`config.mk`:
```
export PLATFORM = sky130hd
export DESIGN_NAME = load_store_unit
export DESIGN_NICKNAME = d
export VERILOG_FILES = /design/src/rtl/load_store_unit.sv
export SDC_FILE = /design/constraint.sdc
export NUM_CORES = 1
export LEC_CHECK = 0
export CORE_AREA = 3 3 111 113
export DETAILED_ROUTE_END_ITERATION = 16
export DIE_AREA = 0 0 114 116
export PLACE_DENSITY = 0.89
export SETUP_SLACK_MARGIN = 0.5
export SKIP_CTS_REPAIR_TIMING = 1
export SLEW_MARGIN = 5
export SYNTH_ARGS = -nofsm -noshare
export SYNTH_HDL_FRONTEND = slang
export SYNTH_SLANG_ARGS = --single-unit
```
`constraint.sdc`:
```
create_clock -name clk -period 2.07 [get_ports clk]
set_input_delay 0.3105 -clock clk [delete_from_list [all_inputs] [get_ports clk]]
set_output_delay 0.3105 -clock clk [all_outputs]
set_load 0.03 [all_outputs]
```
`src/rtl/load_store_unit.sv`:
```
`default_nettype none
// ============================================================================
// Module      : load_store_unit
// Description : Memory-access stage behind the datapath. It runs word and
//               byte loads and stores against a synchronous data RAM, and
//               returns load results through the register-file load port.
//               Byte stores are done as a read-modify-write of the whole word.
// Revision    : 1.0 - initial release
// ============================================================================
module load_store_unit #(
    parameter int RD_LATENCY = 1,   // cycles from sampled read to valid data, 1..4
    parameter int ADDR_W     = 11   // RAM word-address width
) (
    input  logic              clk,
    input  logic              rst_n,
    input  logic              start,
    input  logic              is_load,
    input  logic              is_byte,
    input  logic [31:0]       addr_in,
    input  logic [31:0]       str_data,
    input  logic [3:0]        rd_addr,
    output logic [ADDR_W-1:0] mem_addr,
    output logic              mem_rden,
    output logic              mem_wren,
    output logic [31:0]       mem_wdata,
    input  logic [31:0]       mem_rdata,
    output logic [31:0]       w_data_ldr,
    output logic [3:0]        w_addr_ldr,
    output logic              w_en_ldr,
    output logic              busy,
    output logic              done
);

    // ------------------------------------------------------------------------
    // State encoding
    // ------------------------------------------------------------------------
    localparam logic [2:0] S_IDLE     = 3'd0;
    localparam logic [2:0] S_LD_WAIT  = 3'd1;
    localparam logic [2:0] S_LD_WB    = 3'd2;
    localparam logic [2:0] S_ST_WR    = 3'd3;
    localparam logic [2:0] S_RMW_WAIT = 3'd4;
    localparam logic [2:0] S_RMW_WR   = 3'd5;

    // Wait-counter value at which read data is valid on mem_rdata.
    localparam logic [2:0] LAT_LAST = 3'(RD_LATENCY);

    // ------------------------------------------------------------------------
    // State and output registers
    // ------------------------------------------------------------------------
    logic [2:0]        state_q,      state_d;
    logic [2:0]        cnt_q,        cnt_d;
    logic [1:0]        lane_q,       lane_d;
    logic              is_byte_q,    is_byte_d;
    logic [7:0]        st_byte_q,    st_byte_d;
    logic [ADDR_W-1:0] mem_addr_q,   mem_addr_d;
    logic              mem_rden_q,   mem_rden_d;
    logic              mem_wren_q,   mem_wren_d;
    logic [31:0]       mem_wdata_q,  mem_wdata_d;
    logic [31:0]       w_data_q,     w_data_d;
    logic [3:0]        w_addr_q,     w_addr_d;
    logic              w_en_q,       w_en_d;
    logic              busy_q,       busy_d;
    logic              done_q,       done_d;

    // Lane extracted from the read word, and the read word with the store
    // byte merged into the selected lane.
    logic [7:0]        w_lane_byte;
    logic [31:0]       w_merged;

    // Address bits above the RAM range are deliberately ignored so accesses
    // wrap inside the RAM.
    logic              w_unused_addr;
    assign w_unused_addr = ^addr_in[31:ADDR_W+2];

    // Select the addressed little-endian lane of the returned RAM word.
    always_comb begin
        w_lane_byte = mem_rdata[7:0];
        case (lane_q)
            2'd0:    w_lane_byte = mem_rdata[7:0];
            2'd1:    w_lane_byte = mem_rdata[15:8];
            2'd2:    w_lane_byte = mem_rdata[23:16];
            2'd3:    w_lane_byte = mem_rdata[31:24];
            default: w_lane_byte = mem_rdata[7:0];
        endcase
    end

    // Replace the addressed lane of the returned RAM word with the store byte.
    always_comb begin
        w_merged = mem_rdata;
        case (lane_q)
            2'd0:    w_merged[7:0]   = st_byte_q;
            2'd1:    w_merged[15:8]  = st_byte_q;
            2'd2:    w_merged[23:16] = st_byte_q;
            2'd3:    w_merged[31:24] = st_byte_q;
            default: w_merged[7:0]   = st_byte_q;
        endcase
    end

    // Next-state and next-output logic for the access sequencer.
    always_comb begin
        state_d     = state_q;
        cnt_d       = cnt_q;
        lane_d      = lane_q;
        is_byte_d   = is_byte_q;
        st_byte_d   = st_byte_q;
        mem_addr_d  = mem_addr_q;
        mem_wdata_d = mem_wdata_q;
        w_data_d    = w_data_q;
        w_addr_d    = w_addr_q;
        busy_d      = busy_q;
        // Strobes are single-cycle unless a state raises them.
        mem_rden_d  = 1'b0;
        mem_wren_d  = 1'b0;
        w_en_d      = 1'b0;
        done_d      = 1'b0;

        case (state_q)
            S_IDLE: begin
                if (start) begin
                    // Latch the request; everything afterwards uses the copies.
                    mem_addr_d = addr_in[ADDR_W+1:2];
                    lane_d     = addr_in[1:0];
                    is_byte_d  = is_byte;
                    st_byte_d  = str_data[7:0];
                    cnt_d      = 3'd0;
                    busy_d     = 1'b1;
                    if (is_load) begin
                        state_d    = S_LD_WAIT;
                        mem_rden_d = 1'b1;
                        w_addr_d   = rd_addr;
                    end else if (!is_byte) begin
                        state_d     = S_ST_WR;
                        mem_wren_d  = 1'b1;
                        done_d      = 1'b1;
                        mem_wdata_d = str_data;
                    end else begin
                        state_d    = S_RMW_WAIT;
                        mem_rden_d = 1'b1;
                    end
                end
            end

            // The read strobe is issued once on accept; this state only waits
            // for the RAM pipeline to deliver the word, then captures it.
            S_LD_WAIT: begin
                if (cnt_q == LAT_LAST) begin
                    state_d  = S_LD_WB;
                    w_en_d   = 1'b1;
                    done_d   = 1'b1;
                    w_data_d = is_byte_q ? {24'd0, w_lane_byte} : mem_rdata;
                end else begin
                    cnt_d = cnt_q + 3'd1;
                end
            end

            S_RMW_WAIT: begin
                if (cnt_q == LAT_LAST) begin
                    state_d     = S_RMW_WR;
                    mem_wren_d  = 1'b1;
                    done_d      = 1'b1;
                    mem_wdata_d = w_merged;
                end else begin
                    cnt_d = cnt_q + 3'd1;
                end
            end

            // Terminal cycles: the strobe raised on entry drops here.
            S_LD_WB, S_ST_WR, S_RMW_WR: begin
                state_d = S_IDLE;
                busy_d  = 1'b0;
            end

            default: begin
                state_d = S_IDLE;
                busy_d  = 1'b0;
            end
        endcase
    end

    // Register all state and outputs; reset clears every strobe immediately.
    always_ff @(posedge clk or negedge rst_n) begin
        if (!rst_n) begin
            state_q     <= S_IDLE;
            cnt_q       <= 3'd0;
            lane_q      <= 2'd0;
            is_byte_q   <= 1'b0;
            st_byte_q   <= 8'd0;
            mem_addr_q  <= '0;
            mem_rden_q  <= 1'b0;
            mem_wren_q  <= 1'b0;
            mem_wdata_q <= 32'd0;
            w_data_q    <= 32'd0;
            w_addr_q    <= 4'd0;
            w_en_q      <= 1'b0;
            busy_q      <= 1'b0;
            done_q      <= 1'b0;
        end else begin
            state_q     <= state_d;
            cnt_q       <= cnt_d;
            lane_q      <= lane_d;
            is_byte_q   <= is_byte_d;
            st_byte_q   <= st_byte_d;
            mem_addr_q  <= mem_addr_d;
            mem_rden_q  <= mem_rden_d;
            mem_wren_q  <= mem_wren_d;
            mem_wdata_q <= mem_wdata_d;
            w_data_q    <= w_data_d;
            w_addr_q    <= w_addr_d;
            w_en_q      <= w_en_d;
            busy_q      <= busy_d;
            done_q      <= done_d;
        end
    end

    assign mem_addr   = mem_addr_q;
    assign mem_rden   = mem_rden_q;
    assign mem_wren   = mem_wren_q;
    assign mem_wdata  = mem_wdata_q;
    assign w_data_ldr = w_data_q;
    assign w_addr_ldr = w_addr_q;
    assign w_en_ldr   = w_en_q;
    assign busy       = busy_q;
    assign done       = done_q;

endmodule
`default_nettype wire

```
==> run_results.csv <==
group,metric,value,unit
critical_path,r2r-end,"mem_wdata[27]$_DFFE_PN0P_",
synth,ys_warn_count,0,
critical_path,cp_slowest_stage_delay,0.44,ns
timing,worst_pin_slew,0.534,ns
cells_and_area,fin_area,8370,um2
critical_path,startpoint_type,"register",
routing,vias,4657,
floorplan,die_w,114,um
cells_and_area,final_layout_size_suffix_gt1_frac,0.280,
global_routing,grt_max_degree,67,
cells_and_area,nNetsFinal,780,
run_status,outcome,"finished, final reports clean",
critical_path,cp.required,2.31,ns
critical_path,path_cells,"nand2b_4, nor3_4, a22o_4, clkbuf_16, mux2_4",
clock_network,clock-root-buffer,"clkbuf_16",
synth,synth_flop_cell,"dfrtp_1",
timing,finalSetupViolCount,0,
timing,rsz0062_at_grt,"yes",
clock_network,htreeDepth,3,
timing,finalMaxSlewViolations,0,
global_routing,gr-usage-all-layers,0.232,
critical_path,cp_top_family,"simple AND/OR/NAND/NOR gates",
floorplan,chipHeight,116,um
place,io_buffers,169,
critical_path,reg2regPathDepth,5,
synth,synth-edff-count,0,
synth,synth.area.top_cells,"dfrtp_1 49%, mux2_4 8.2%, mux2_2 6.6%, mux2i_1 6.3%, nand2_1 4.4%",
global_routing,antenna_found_initial,0,
synth,async_reset_ff_frac,1.00,
place,dp_slack,-0.0201,ns
synth,syn_area,5120,um2
global_routing,grt_pass1_wl,23600,um
clock_network,cts_made_buffers,9,
clock_network,clk_pin_slew_worst_paths,0.08,ns
place,gp_congestion,0.863,
synth,ys_types,40,
routing,drtIter0Drc,469,
pwr,power.density,1570,nW/um2
clock_network,cts_tree,"built",
timing,maxSlewHeadroom,0.643,
synth,synth_nets,584,
critical_path,arrival,2.06,ns
flow_run,cap_violations,0,
timing,tns,0,ns
place,dpl.cell_count,778,
pwr,finalPower,13.1,mW
timing,finalCriticalPeriod,1.82,ns
timing,max_freq,549,MHz
routing,vias_per_cell,5.67,
routing,wl_per_cell,22.5,um
routing,firstDrtPassIters,5,
timing,setup_slack,0.248,ns
floorplan,die_area,13200,um2
pwr,p_leak,4.53,nW
cells_and_area,fillers,716,
synth,synth_commonest_cells,"101 x dfrtp_1, 60 x nand2_1, 44 x nor2_1",
critical_path,r2r-start,"state_q[2]$_DFFE_PN0P_",
floorplan,start_util,0.448,
synth,avgSynthCellArea,10.7,um2
cells_and_area,multi_input_area,2800,um2
critical_path,reg2reg_slack,0.25,ns
routing,ant_nets,0,
critical_path,end_kind,"register",
critical_path,crit_slowest_cell,"dfrtp_2",
synth,yosys.cell_count.top_type,"dfrtp_1",
clock_network,clock_sinks,101,
cells_and_area,seq_area,2530,um2
critical_path,crit_type,"register to register",
critical_path,critPathBufInv,1,
pwr,ir_drop,1.02,mV
floorplan,io_pins,189,
timing,hold_viol,0,
timing,clock_skew,0.0129,ns
clock_network,clk_latency,0.35,ns
synth,synth_top_area_frac,0.494,
global_routing,grt_overflow,0,
floorplan,coreArea,11400,um2
worst_hold_path,hold_path_class,"input pin to async pin",
clock_network,cts_buffer_depth,2,
synth,yosys.area.top_type,"dfrtp_1",
place,hpwl,11700,um
synth,seq_area_frac_synth,0.494,
place,place_area,7040,um2
cells_and_area,fin_cells,821,
routing,drcViolationCount,0,
synth,synth_seq_cells,101,
floorplan,row_count,39,
critical_path,cp_max_fo,7,
global_routing,grt_pass1_vias,4323,
timing,fin_crit_sh,0.880,
cells_and_area,n_antenna_cell,0,
synth,netlist_instances,477,
routing,routed_wl,18500,um
cells_and_area,area_growth,63.5,%
-- power by group --
part / switching (mW) / leakage, nW / internal (mW)
Clock: 0.838 / 0.149 / 0.887
Sequential: 0.812 / 1.24 / 2.91
Combinational: 4.06 / 3.15 / 3.62
-- registers in the layout, summed over array words and instances, names as in the netlist --
name and count:
w_en_ldr 1, w_data_ldr 32, done 1, w_addr_ldr 4, mem_wren 1, state_q 3
is_byte_q 1, mem_wdata 32, st_byte_q 8, mem_addr 11, cnt_q 3, lane_q 2
mem_rden 1, busy 1
-- placed cells by master, fill, tap and decap left out, drive strengths merged --
cell,n
a211oi,1
a21boi,10
a21oi,28
a221o,1
a22o,2
a31oi,9
and2b,1
buf,40
clkbuf,18
clkdlybuf4s50,84
clkinv,1
dfrtp,101
dlygate4sd3,1
dlymetal6s2s,84
ha,2
inv,9
mux2,58
mux2i,32
nand2,60
nand2b,37
nand3,2
nand3b,1
nor2,45
nor2b,4
nor3,3
nor3b,1
nor4,1
nor4b,1
o21a,1
o21ai,25
o311a,1
o31ai,10
o41ai,2
or3,1
xnor2,1
-- stage by stage --
| stage | hold WS (ns) | util |
|---|---|---|
| 2_1_floorplan | 0.0149 | - |
| 3_3_place_gp | 0.289 | 0.616 |
| 3_5_place_dp | 0.301 | 0.616 |
| 4_1_cts | -0.0696 | 0.643 |
| 5_1_grt | 0.497 | 0.733 |
| 6_report | 0.452 | 0.733 |
-- final cells by class --
| type | instances | share of cell area |
|---|---|---|
| Multi-Input combinational cell | 340 | 0.335 |
| Timing Repair Buffer | 217 | 0.303 |
| Sequential cell | 101 | 0.302 |
| Clock buffer | 10 | 0.0286 |
| Tap cell | 143 | 0.0214 |
| Clock inverter | 6 | 0.00747 |
| Inverter | 4 | 0.00179 |
-- worst max path at each step --
| stage | end | start | cells past startpoint |
|---|---|---|---|
| final | mem_wdata[27]$_DFFE_PN0P_ | state_q[2]$_DFFE_PN0P_ | 5 |
| after detailed placement | mem_wdata[12]$_DFFE_PN0P_ | start | 6 |
| after global routing | mem_wdata[29]$_DFFE_PN0P_ | cnt_q[1]$_DFFE_PN0P_ | 6 |
| after floorplan | mem_wdata[23]$_DFFE_PN0P_ | cnt_q[1]$_DFFE_PN0P_ | 7 |
| after global placement | mem_wdata[4]$_DFFE_PN0P_ | start | 6 |
| after CTS | mem_wdata[14]$_DFFE_PN0P_ | cnt_q[1]$_DFFE_PN0P_ | 6 |
-- layer usage --
layer | track usage | wire [um] | up-vias
li1 | - | - | 2041
met1 | 0.312 | 7290 | 2356
met2 | 0.384 | 9430 | 214
met3 | 0.0334 | 1140 | 46
met4 | 0.0863 | 595 | 0
met5 | 0 | 0 | -
-- kinds of logic (layout without fill, tap and decap cells) --
group           Yosys count  count (layout)  share of synthesized area
simple gates            156             157                      0.144
flops                   101             101                      0.494
mux                      90              90                      0.211
compound gates           89              90                      0.104
buf+inv                  38             237                     0.0406
fa+ha+maj                 2               2                    0.00489
xor+xnor                  1               1                    0.00171
No activity file was read; power rests on OpenSTA's default activity.
